## src/rtl/sata_link_speed_ctrl_if.sv

```systemverilog
// sata_link_speed_ctrl_if: link supervisor control/status bundle (i_ = into the supervisor, o_ = out of it)
interface sata_link_speed_ctrl_if;
   logic       i_enable;
   logic [1:0] i_max_gen;
   logic       i_oob_linkup;
   logic       i_cominitdet;
   logic       i_rate_ack;
   logic [1:0] o_gen;
   logic       o_rate_req;
   logic       o_link_reset;
   logic       o_linkup;
   logic       o_neg_fail;
   logic       o_rate_err;
   logic [1:0] o_attempt_cnt;
   logic [2:0] o_state_out;
   modport master (
      output i_enable, i_max_gen, i_oob_linkup, i_cominitdet, i_rate_ack,
      input  o_gen, o_rate_req, o_link_reset, o_linkup, o_neg_fail, o_rate_err, o_attempt_cnt, o_state_out
   );
   modport slave (
      input  i_enable, i_max_gen, i_oob_linkup, i_cominitdet, i_rate_ack,
      output o_gen, o_rate_req, o_link_reset, o_linkup, o_neg_fail, o_rate_err, o_attempt_cnt, o_state_out
   );
endinterface

```

## src/rtl/sata_link_speed_ctrl.sv

```systemverilog
// sata_link_speed_ctrl: SATA link bring-up supervisor with per-gen retries, speed step-down and drop restart
module sata_link_speed_ctrl #(
   parameter int RST_CYCLES       = 16,
   parameter int LINK_TIMEOUT     = 200000,
   parameter int ACK_TIMEOUT      = 1024,
   parameter int ATTEMPTS_PER_GEN = 3,
   parameter int DROP_FILTER      = 8
)(
   input logic             clk,
   input logic             reset,
   sata_link_speed_ctrl_if.slave bus
);
   typedef enum logic [2:0] {
      S_IDLE = 3'd0, S_RATE_SET = 3'd1, S_RESET_LINK = 3'd2,
      S_WAIT_LINK = 3'd3, S_FAIL_STEP = 3'd4, S_LINKED = 3'd5
   } state_t;
   localparam logic [23:0] L_RST  = 24'(RST_CYCLES - 1);
   localparam logic [23:0] L_LINK = 24'(LINK_TIMEOUT - 1);
   localparam logic [23:0] L_ACK  = 24'(ACK_TIMEOUT - 1);
   localparam logic [23:0] L_DROP = 24'(DROP_FILTER - 1);
   state_t      r_state, w_state_n;
   logic [23:0] r_cnt, w_cnt_n;
   logic [1:0]  r_gen, w_gen_n, r_attempt, w_attempt_n, w_clamp;
   logic        r_neg_fail, w_neg_fail_n, r_rate_err, w_rate_err_n;
   logic        r_rate_req, r_link_reset, r_linkup;
   logic        w_ack_tmo, w_link_tmo, w_rst_done, w_drop, w_retry;
   assign w_clamp    = (bus.i_max_gen == 2'b11) ? 2'b10 : bus.i_max_gen;
   assign w_ack_tmo  = r_cnt == L_ACK;
   assign w_link_tmo = r_cnt == L_LINK;
   assign w_rst_done = r_cnt == L_RST;
   assign w_drop     = !bus.i_oob_linkup && r_cnt == L_DROP;
   assign w_retry    = int'(r_attempt) + 1 < ATTEMPTS_PER_GEN;
   // one counter serves every timed state; in LINKED it only counts consecutive low-linkup cycles
   assign w_cnt_n = (w_state_n != r_state || r_state == S_IDLE || (r_state == S_LINKED && bus.i_oob_linkup))
                    ? '0 : r_cnt + 24'd1;
   always_ff @(posedge clk or posedge reset) begin
      if (reset) begin
         r_state      <= S_IDLE;
         r_cnt        <= '0;
         r_gen        <= '0;
         r_attempt    <= '0;
         r_neg_fail   <= 1'b0;
         r_rate_err   <= 1'b0;
         r_rate_req   <= 1'b0;
         r_link_reset <= 1'b1;
         r_linkup     <= 1'b0;
      end else begin
         r_state      <= w_state_n;
         r_cnt        <= w_cnt_n;
         r_gen        <= w_gen_n;
         r_attempt    <= w_attempt_n;
         r_neg_fail   <= w_neg_fail_n;
         r_rate_err   <= w_rate_err_n;
         r_rate_req   <= w_state_n == S_RATE_SET;
         r_link_reset <= !(w_state_n == S_WAIT_LINK || w_state_n == S_LINKED);
         r_linkup     <= w_state_n == S_LINKED;
      end
   end
   always_comb begin
      w_state_n = r_state;
      if (!bus.i_enable) w_state_n = S_IDLE;
      else case (r_state)
         S_IDLE:       w_state_n = S_RATE_SET;
         S_RATE_SET:   w_state_n = (bus.i_rate_ack || w_ack_tmo) ? S_RESET_LINK : S_RATE_SET;
         S_RESET_LINK: w_state_n = w_rst_done ? S_WAIT_LINK : S_RESET_LINK;
         S_WAIT_LINK:  w_state_n = bus.i_oob_linkup ? S_LINKED : w_link_tmo ? S_FAIL_STEP : S_WAIT_LINK;
         S_FAIL_STEP:  w_state_n = w_retry ? S_RESET_LINK : S_RATE_SET;
         S_LINKED:     w_state_n = (w_drop || bus.i_cominitdet) ? S_RATE_SET : S_LINKED;
         default:      w_state_n = S_IDLE;
      endcase
   end
   always_comb begin
      w_gen_n      = r_gen;
      w_attempt_n  = r_attempt;
      w_neg_fail_n = r_neg_fail;
      w_rate_err_n = r_rate_err;
      if (w_state_n == S_IDLE) begin
         w_neg_fail_n = 1'b0;
         w_rate_err_n = 1'b0;
      end else case (r_state)
         S_IDLE: begin
            w_gen_n     = w_clamp;
            w_attempt_n = '0;
         end
         S_RATE_SET: w_rate_err_n = r_rate_err | (!bus.i_rate_ack && w_ack_tmo);
         S_WAIT_LINK: if (bus.i_oob_linkup) begin
            w_attempt_n  = '0;
            w_neg_fail_n = 1'b0;
         end
         S_FAIL_STEP: begin
            w_attempt_n  = w_retry ? r_attempt + 2'd1 : '0;
            w_gen_n      = w_retry ? r_gen : (r_gen == 2'b00) ? w_clamp : r_gen - 2'd1;
            w_neg_fail_n = r_neg_fail | (!w_retry && r_gen == 2'b00);
         end
         S_LINKED: if (w_state_n == S_RATE_SET) begin
            w_gen_n     = w_clamp;
            w_attempt_n = '0;
         end
         default: ;
      endcase
   end
   assign bus.o_gen         = r_gen;
   assign bus.o_rate_req    = r_rate_req;
   assign bus.o_link_reset  = r_link_reset;
   assign bus.o_linkup      = r_linkup;
   assign bus.o_neg_fail    = r_neg_fail;
   assign bus.o_rate_err    = r_rate_err;
   assign bus.o_attempt_cnt = r_attempt;
   assign bus.o_state_out   = r_state;
endmodule

```

## src/flat_wrapper.sv

```systemverilog
// flat-port wrapper written by rule: the top's interface ports become plain ports
module sata_link_speed_ctrl_flat 
#(
   parameter int RST_CYCLES       = 16,
   parameter int LINK_TIMEOUT     = 200000,
   parameter int ACK_TIMEOUT      = 1024,
   parameter int ATTEMPTS_PER_GEN = 3,
   parameter int DROP_FILTER      = 8
)
  (clk, reset, bus_i_enable, bus_i_max_gen, bus_i_oob_linkup, bus_i_cominitdet, bus_i_rate_ack, bus_o_gen, bus_o_rate_req, bus_o_link_reset, bus_o_linkup, bus_o_neg_fail, bus_o_rate_err, bus_o_attempt_cnt, bus_o_state_out);
  sata_link_speed_ctrl_if bus_i ();
  input logic clk;
  input logic reset;
  input wire logic [$bits(bus_i.i_enable)-1:0] bus_i_enable;
  input wire logic [$bits(bus_i.i_max_gen)-1:0] bus_i_max_gen;
  input wire logic [$bits(bus_i.i_oob_linkup)-1:0] bus_i_oob_linkup;
  input wire logic [$bits(bus_i.i_cominitdet)-1:0] bus_i_cominitdet;
  input wire logic [$bits(bus_i.i_rate_ack)-1:0] bus_i_rate_ack;
  output wire logic [$bits(bus_i.o_gen)-1:0] bus_o_gen;
  output wire logic [$bits(bus_i.o_rate_req)-1:0] bus_o_rate_req;
  output wire logic [$bits(bus_i.o_link_reset)-1:0] bus_o_link_reset;
  output wire logic [$bits(bus_i.o_linkup)-1:0] bus_o_linkup;
  output wire logic [$bits(bus_i.o_neg_fail)-1:0] bus_o_neg_fail;
  output wire logic [$bits(bus_i.o_rate_err)-1:0] bus_o_rate_err;
  output wire logic [$bits(bus_i.o_attempt_cnt)-1:0] bus_o_attempt_cnt;
  output wire logic [$bits(bus_i.o_state_out)-1:0] bus_o_state_out;
  assign bus_i.i_enable = bus_i_enable;
  assign bus_i.i_max_gen = bus_i_max_gen;
  assign bus_i.i_oob_linkup = bus_i_oob_linkup;
  assign bus_i.i_cominitdet = bus_i_cominitdet;
  assign bus_i.i_rate_ack = bus_i_rate_ack;
  assign bus_o_gen = bus_i.o_gen;
  assign bus_o_rate_req = bus_i.o_rate_req;
  assign bus_o_link_reset = bus_i.o_link_reset;
  assign bus_o_linkup = bus_i.o_linkup;
  assign bus_o_neg_fail = bus_i.o_neg_fail;
  assign bus_o_rate_err = bus_i.o_rate_err;
  assign bus_o_attempt_cnt = bus_i.o_attempt_cnt;
  assign bus_o_state_out = bus_i.o_state_out;
  sata_link_speed_ctrl #(.RST_CYCLES(RST_CYCLES), .LINK_TIMEOUT(LINK_TIMEOUT), .ACK_TIMEOUT(ACK_TIMEOUT), .ATTEMPTS_PER_GEN(ATTEMPTS_PER_GEN), .DROP_FILTER(DROP_FILTER)) u_core (.clk(clk), .reset(reset), .bus(bus_i));
endmodule
```

## config.mk

```make
export PLATFORM = sky130hd
export DESIGN_NAME = sata_link_speed_ctrl_flat
export DESIGN_NICKNAME = d
export VERILOG_FILES = /design/src/rtl/sata_link_speed_ctrl_if.sv /design/src/rtl/sata_link_speed_ctrl.sv /design/src/flat_wrapper.sv
export SDC_FILE = /design/constraint.sdc
export NUM_CORES = 1
export LEC_CHECK = 0
export CAP_MARGIN = 25
export CORE_ASPECT_RATIO = 1.1
export CORE_MARGIN = 2
export CORE_UTILIZATION = 35
export DETAILED_ROUTE_END_ITERATION = 10
export PLACE_DENSITY = 0.57
export SLEW_MARGIN = 15
export SYNTH_ARGS = -nofsm -noshare
export SYNTH_HDL_FRONTEND = slang
export SYNTH_SLANG_ARGS = --single-unit
```

## constraint.sdc

```tcl
create_clock -name clk -period 6.11 [get_ports clk]
set_input_delay 1.222 -clock clk [delete_from_list [all_inputs] [get_ports clk]]
set_output_delay 1.222 -clock clk [all_outputs]
set_load 0.01 [all_outputs]
```

==> flow_summary.toml, run 1 <==
[clocking]
post_cts_buffers = 0
clockBufferDepth = 2
cts-root-buf = "clkbuf_8"
numCtsBuffers = 5
cts_tree = "done"
clock_latency_ns = 0.28
clkTransAtPathRegs_ns = 0.07
hold_buffers = 0
cts.htree.levels = 2
post_cts_resized = 0
cts.sinks = 36

[worst_setup_path]
critPathKind = "in2reg"
path_max_fanout = 16
crit_arrival_ns = 3.31
critical_path_required_ns = 6.28
startpoint_type = "input pin"
end_kind = "flop"

[detailed_routing]
drc = 0
first_pass_iters = 4
drtAntennaViolNets = 0
wl_per_cell_um = 13.6
via_count = 1668
viasPerCell = 5.18
drt-initial-drc-count = 75
routed_wl_um = 4370

[run]
cap_violations = 0

[finish]
layout_commonest_cell = "nor2_1"
fin_nets = 253
antenna_cells = 0
drive_above_1_share_pct = 9.39
mostFrequentLayoutCells = "nor2_1, dfrtp_1, clkdlybuf4s50_1, nand2_1, xnor2_1"
final_util_pct = 41.7
syn_to_final_growth_pct = 15.4

[power_and_ir_drop]
irDropWorstVdd_uv = 85.0
power_density_nw_per_um2 = 213
leakage_nw = 0.908

[placement]
place_ws_ns = 2.69
dp_hpwl_um = 3130
gp_congestion = 0.856
io_buffers = 19

[sta]
tightest_slew_ns = 0.667
max_freq_mhz = 318
post-route-min-period_ns = 3.15
setup_slack_ns = 2.96
hold_viol_final = 0
rsz0062_at_grt = "no"
fin_crit_sh_pct = 51.5
tns_ns = 0
max-slew-margin-rel_pct = 55.4
drv_slew = 0
finClkSkew_ns = 0.00871
setup_violations = 0
hold_ws_ns = 0.489

[die]
core_area_um2 = 5730
die_area_um2 = 6560
io_pins = 20
die_height_um = 84.7
rows = 29
start_util_pct = 36.2
die_w_um = 77.4

[hold_path]
hold_path.class = "reg2reg"

[logic_synthesis]
seq_area_frac_synth_pct = 43.5
synth_nets = 232
async_flop_share_pct = 100
synth_area_leader_cell = "dfrtp_1"
netlist_area_um2 = 2070
netlist_instances = 223
synth_warnings = 0
synthFlopType = "dfrtp_1"
synth_edf_count = 0
synth_top_cell_area_share_pct = 42.2
ys_ff_latch = 36
synthTopCellsByArea = "dfrtp_1, nor2_1, xnor2_1"
synth_cell_types = 49
syn_area_per_cell_um2 = 9.30

[status]
status = "finished clean"

[global_route]
grt_pass1_vias = 1555
antenna_found_initial = 0
grt_util_all_layers_pct = 14.4
gr-total-overflow = 0
grt_max_degree = 37
grt_pass1_wl_um = 7530
[final timing paths]
path,from,end,slack [ns],cells past startpoint
hold / removal,u_core.r_cnt[0],u_core.r_cnt[0],0.49,1
setup reg to reg,u_core.r_cnt[13],u_core.r_cnt[15],3.46,7
max in group asynchronous,reset,u_core.bus.o_link_reset,4.43,3
min in group asynchronous,reset,u_core.r_cnt[4],1.34,3
hold reg to reg,u_core.r_cnt[0],u_core.r_cnt[0],0.49,1
setup / recovery,bus_i_oob_linkup,u_core.r_cnt[15],2.96,7
[per-layer routing]
layer,share of wire [%],GRT usage (%),wire length (um)
met1,46,19.0,2030
met2,48,23.3,2110
met3,4.0,3.44,174
met4,1.3,4.87,57
met5,0,0,0
[critical path, stage by stage]
cell and delay (ns):
clkdlybuf4s50_1 0.51, or3_4 0.44, o41ai_4 0.41, nand4_1 0.16
o2111ai_2 0.28, buf_8 0.23, nor2_1 0.06
[where the power goes]
| part | internal (W) | total [W] | switching [W] | leakage, nW |
|---|---|---|---|---|
| clock network | 0.0000799 | 0.000157 | 0.0000770 | 0.0422 |
| registers | 0.000249 | 0.000266 | 0.0000169 | 0.493 |
| logic | 0.0000431 | 0.0000858 | 0.0000427 | 0.373 |
| total | 0.000372 | 0.000508 | 0.000137 | 0.908 |
[area by class of cell]
class / count / area, um^2
fillers: 607 / 3340
inverters: 8 / 30.0
clock inverters: 1 / 5.00
multi-input cells: 172 / 1070
clock buffers: 7 / 76.3
flip-flops and latches: 36 / 902
well taps: 77 / 96.3
repair buffers: 21 / 213
[logic make-up after synthesis]
family | count (synthesis) | share of synthesized area [%]
AO/OA/AOI/OAI | 31 | 11.8
multiplexers | 2 | 1.03
AND/OR/NAND/NOR | 116 | 28.9
buffers and inverters | 15 | 4.89
adder cells (fa/ha/maj) | 1 | 0.603
XOR/XNOR | 22 | 9.29
flip-flops | 36 | 43.5
[flip-flops by register name, indices dropped and copies added, names as in the netlist]
signal,count
u_core.bus.o_rate_req,1
u_core.bus.o_rate_err,1
u_core.bus.o_gen,2
u_core.bus.o_link_reset,1
u_core.r_cnt,24
u_core.bus.o_neg_fail,1
u_core.bus.o_state_out,3
u_core.bus.o_linkup,1
u_core.bus.o_attempt_cnt,2
[through the flow]
step	cells	total power [W]	instance area, um^2
after detailed placement	314	0.000357	2310
after CTS	322	0.000520	2390
after global placement	313	0.000353	2300
after floorplan	223	0.000325	2070
final	322	0.000508	2390
after global routing	322	0.000541	2390
[synth_stat cells (all sizes together), types with 4 or more instances]
cell	n
a21oi	8
dfrtp	35
nor3b	5
nand2	17
a31oi	5
nor2	41
nor3	8
nor4	6
inv	8
nand3	13
buf	6
nand4	4
xnor2	14
xor2	8
Note: power is estimated with default switching activity, not from simulation.
==> inputs of run 2 (changes only) <==
==> constraint.sdc (replaced) <==
create_clock -name clk -period 3.1 [get_ports clk]
set_input_delay 0.62 -clock clk [delete_from_list [all_inputs] [get_ports clk]]
set_output_delay 0.62 -clock clk [all_outputs]
set_load 0.01 [all_outputs]
==> run 2 against run 1 <==
Clock power grew to 2.9 times the previous value. Combinational power rose by 91%. Critical path depth did not move. Power up 120%. Cell area is 1.9% higher. Highest routed layer unchanged. Clock skew about the same. Register-to-register slack worse by 2.9 ns. Non-clock buffer count increased by 1. Setup slack got worse by 2.5 ns. Routed wire length increased by 1.1%. First-iteration DRC count up 32%. Count of clock-buffer cells in the layout unchanged.
==> flow_summary.toml, run 2 (synthesis gave the netlist of run 1 again) <==
[worst_setup_path]
critPathBufInv = 1
critical_path.cell_chain = "or4_4 > or3_4 > o41ai_4 > nand4_1 > o2111ai_2 > buf_4 > nor2_1"
reg2regPathDepth = 7
cp_slowest_cell = "or4_4"
path_max_fanout = 24
crit_arrival_ns = 2.75
r2r_slack_ns = 0.51
crit_family = "simple AND/OR/NAND/NOR gates"
startpoint_type = "flop"
r2r-end = "u_core.r_cnt[12]"
end_kind = "flop"
critPathKind = "reg2reg"
max_stage_delay_ns = 0.58
r2r_start = "u_core.r_cnt[13]"
critical_path_required_ns = 3.26

[detailed_routing]
via_count = 1651
drc = 0
drtAntennaViolNets = 0
wl_per_cell_um = 13.7
viasPerCell = 5.11
first_pass_iters = 4
routed_wl_um = 4420
drt-initial-drc-count = 99

[placement]
placed_area_um2 = 2310
gp_congestion = 0.800
dp_hpwl_um = 3170
io_buffers = 19
place_ws_ns = 0.319

[sta]
setup_slack_ns = 0.512
drv_slew = 0
finClkSkew_ns = 0.00872
fin_crit_sh_pct = 83.5
rsz0062_at_grt = "no"
max-slew-margin-rel_pct = 61.4
post-route-min-period_ns = 2.59
setup_violations = 0
tns_ns = 0
hold_ws_ns = 0.491
tightest_slew_ns = 0.580
max_freq_mhz = 386
hold_viol_final = 0

[clocking]
cts-root-buf = "clkbuf_8"
clock_latency_ns = 0.29
clkTransAtPathRegs_ns = 0.07
hold_buffers = 0
cts_tree = "done"
cts.htree.levels = 2
post_cts_buffers = 0
post_cts_resized = 0
numCtsBuffers = 5
cts.sinks = 36
clockBufferDepth = 2

[hold_path]
whs_path_depth = 1
holdPathEnd = "u_core.r_cnt[0]"
worstHoldStart = "u_core.r_cnt[0]"
hold_path.class = "reg2reg"

[die]
die_area_um2 = 6560
core_area_um2 = 5730
start_util_pct = 36.2
die_w_um = 77.4
rows = 29
io_pins = 20
die_height_um = 84.7

[global_route]
grt_util_all_layers_pct = 14.9
antenna_found_initial = 0
grt_pass1_vias = 1667
grt_pass1_wl_um = 7860
grt_max_degree = 37
gr-total-overflow = 0

[finish]
drive_above_1_share_pct = 10.6
regMostFlops = "u_core.r_cnt"
mostFrequentLayoutCells = "nor2_1, dfrtp_1, clkdlybuf4s50_1, nand2_1, xnor2_1"
antenna_cells = 0
final_area_um2 = 2440
fin_nets = 254
syn_to_final_growth_pct = 17.6
largest_reg_flops = 24
layout_commonest_cell = "nor2_1"

[power_and_ir_drop]
p_total_w = 0.00114
power_density_nw_per_um2 = 466
intPower_w = 0.000857
leakage_nw = 0.932
p_comb_share_pct = 14.4
switchingPower_w = 0.000280
clock_power_share_pct = 39.5
pwr-share-seq_pct = 46.1
sw_frac_of_total_pct = 24.6
irDropWorstVdd_uv = 223

[status]
status = "finished clean"

[run]
cap_violations = 0
-- run 2: stage by stage --
step	instances	util [%]
after global routing	323	42.5
after detailed placement	315	40.3
after CTS	323	42.5
final	323	42.5
after floorplan	223	-
after global placement	315	40.3
-- run 2: per-layer routing --
| layer | part of all wire, % | up-vias | global-route usage (%) |
|---|---|---|---|
| li1 | - | 838 | - |
| met1 | 48 | 784 | 18.0 |
| met2 | 48 | 23 | 26.4 |
| met3 | 2.8 | 6 | 2.37 |
| met4 | 1.4 | 0 | 5.84 |
| met5 | 0 | - | 0 |
-- run 2: worst max-delay path by stage --
stage,start,to,slack [ns],depth (start not counted)
after global routing,u_core.r_cnt[12],u_core.r_cnt[12],0.33,7
after floorplan,u_core.r_cnt[13],u_core.r_cnt[16],0.77,7
after global placement,bus_i_oob_linkup,u_core.r_cnt[12],0.38,7
final,u_core.r_cnt[13],u_core.r_cnt[12],0.51,7
after CTS,u_core.r_cnt[13],u_core.r_cnt[12],0.50,7
after detailed placement,bus_i_oob_linkup,u_core.r_cnt[19],0.32,7
-- run 2: layout make-up --
cell class              count  area, um^2
clock buffers               7        96.3
clock inverters             1        30.0
fillers                   610        3300
inverters                   8        30.0
multi-input cells         172        1070
flip-flops and latches     36         902
well taps                  77        96.3
repair buffers             22         213
-- run 2: power groups by stage --
stage          logic, W  registers, W  clock network (W)
2_1_floorplan  0.000117      0.000524                  0
3_3_place_gp   0.000167      0.000533                  0
3_5_place_dp   0.000167      0.000533                  0
4_1_cts        0.000167      0.000524           0.000462
5_1_grt        0.000182      0.000529           0.000480
6_report       0.000164      0.000524           0.000449
==> inputs of run 3 (changes only) <==
==> constraint.sdc (replaced) <==
create_clock -name clk -period 2.6 [get_ports clk]
set_input_delay 0.52 -clock clk [delete_from_list [all_inputs] [get_ports clk]]
set_output_delay 0.52 -clock clk [all_outputs]
set_load 0.01 [all_outputs]
==> run 3 against run 2 <==
Sequential share of layout area is 0.82 points lower. Flip-flop and latch count unchanged. Global-route usage grew 0.44 points. Via count is 3.4% higher. Routed wire length increased by 2.2%. Utilization grew 0.96 points. Clock skew shrank 0.00076 ns. Hold slack worse by 0.0075 ns. Critical endpoint is now u_core.r_cnt[13]. Largest cell class unchanged.
==> flow_summary.toml, run 3 (synthesis gave the netlist of run 1 again) <==
[global_route]
grt_pass1_vias = 1721
antenna_found_initial = 0
grt_max_degree = 37
grt_pass1_wl_um = 8050
grt_util_all_layers_pct = 15.3
gr-total-overflow = 0

[finish]
final_util_pct = 43.5
nFillCells = 608
largest_reg_flops = 24
layout_commonest_cell = "nor2_1"
drive_above_1_share_pct = 13.7
mostFrequentLayoutCells = "nor2_1, dfrtp_1, clkdlybuf4s50_1, nand2_1, xnor2_1"
fin_nets = 264
regMostFlops = "u_core.r_cnt"
antenna_cells = 0
syn_to_final_growth_pct = 20.2

[hold_path]
hold_path.class = "reg2reg"

[power_and_ir_drop]
leakage_nw = 0.970
power_density_nw_per_um2 = 502
irDropWorstVdd_uv = 258

[worst_setup_path]
startpoint_type = "flop"
crit_arrival_ns = 2.59
critPathKind = "reg2reg"
path_max_fanout = 24
end_kind = "flop"
critical_path_required_ns = 2.77

[sta]
post-route-min-period_ns = 2.42
max-slew-margin-rel_pct = 68.9
fin_crit_sh_pct = 93.1
drv_slew = 0
tns_ns = 0
hold_viol_final = 0
setup_violations = 0
finClkSkew_ns = 0.00796
rsz0062_at_grt = "no"
max_freq_mhz = 413
tightest_slew_ns = 0.464

[detailed_routing]
drc = 0
drtAntennaViolNets = 0
wl_per_cell_um = 13.6
routed_wl_um = 4510
viasPerCell = 5.13
first_pass_iters = 4
drt-initial-drc-count = 55
via_count = 1707

[clocking]
hold_buffers = 0
clkTransAtPathRegs_ns = 0.07
cts.sinks = 36
cts-root-buf = "clkbuf_8"
cts_tree = "done"
post_cts_buffers = 0
cts.htree.levels = 2
numCtsBuffers = 5
clockBufferDepth = 2
clock_latency_ns = 0.29
post_cts_resized = 0

[status]
status = "finished clean"

[die]
start_util_pct = 36.2
die_area_um2 = 6560
die_w_um = 77.4
io_pins = 20
core_area_um2 = 5730
rows = 29
die_height_um = 84.7

[run]
cap_violations = 0

[placement]
dp_hpwl_um = 3300
gp_congestion = 0.814
io_buffers = 19
## run 3: layer usage
| layer | vias up | global-route usage (%) | wire, um |
|---|---|---|---|
| met5 | - | 0 | 0 |
| met4 | 0 | 5.36 | 68 |
| met3 | 6 | 3.01 | 136 |
| met2 | 27 | 26.6 | 2240 |
| met1 | 821 | 19.0 | 2070 |
| li1 | 853 | - | - |
## run 3: critical path: stages, from the launching register on
cell       delay [ns]
dfrtp_1          0.42
or4_4            0.55
or3_4            0.39
o41ai_4          0.37
nand4_1          0.15
o2111ai_2        0.14
buf_12           0.20
nor2_1           0.07
## run 3: stage by stage
stage	area [um^2]	total power [W]	worst slack [ns]	instances	hold WS, ns
2_1_floorplan	2070	0.000765	0.265	223	0.450
3_3_place_gp	2400	0.000854	0.112	325	0.472
3_5_place_dp	2400	0.000852	0.140	325	0.474
4_1_cts	2490	0.00127	0.141	333	0.484
5_1_grt	2490	0.00132	0.0301	333	0.526
6_report	2490	0.00125	0.180	333	0.484
## run 3: worst paths after layout
kind	from	slack [ns]	cells after the start	endpoint
worst max-delay path	u_core.r_cnt[13]	0.18	7	u_core.r_cnt[13]
worst min-delay path	u_core.r_cnt[0]	0.48	1	u_core.r_cnt[0]
worst max register to register	u_core.r_cnt[13]	0.18	7	u_core.r_cnt[13]
worst min register to register	u_core.r_cnt[0]	0.48	1	u_core.r_cnt[0]
max in group asynchronous	reset	1.62	3	u_core.bus.o_link_reset
min in group asynchronous	reset	0.64	3	u_core.r_cnt[2]
## run 3: layout make-up
| cell class | instances | area [um^2] | share of cell area (%) |
|---|---|---|---|
| Multi-Input combinational cell | 172 | 1070 | 42.9 |
| Sequential cell | 36 | 902 | 36.2 |
| Timing Repair Buffer | 32 | 300 | 12.0 |
| Tap cell | 77 | 96.3 | 3.87 |
| Clock buffer | 7 | 86.3 | 3.46 |
| Inverter | 8 | 30.0 | 1.20 |
| Clock inverter | 1 | 7.51 | 0.301 |
## run 3: power breakdown
| group | total (W) | switching (W) | internal (W) |
|---|---|---|---|
| clock | 0.000412 | 0.000197 | 0.000215 |
| combinational | 0.000223 | 0.000111 | 0.000112 |
| sequential | 0.000615 | 0.0000303 | 0.000585 |
| total | 0.00125 | 0.000338 | 0.000912 |
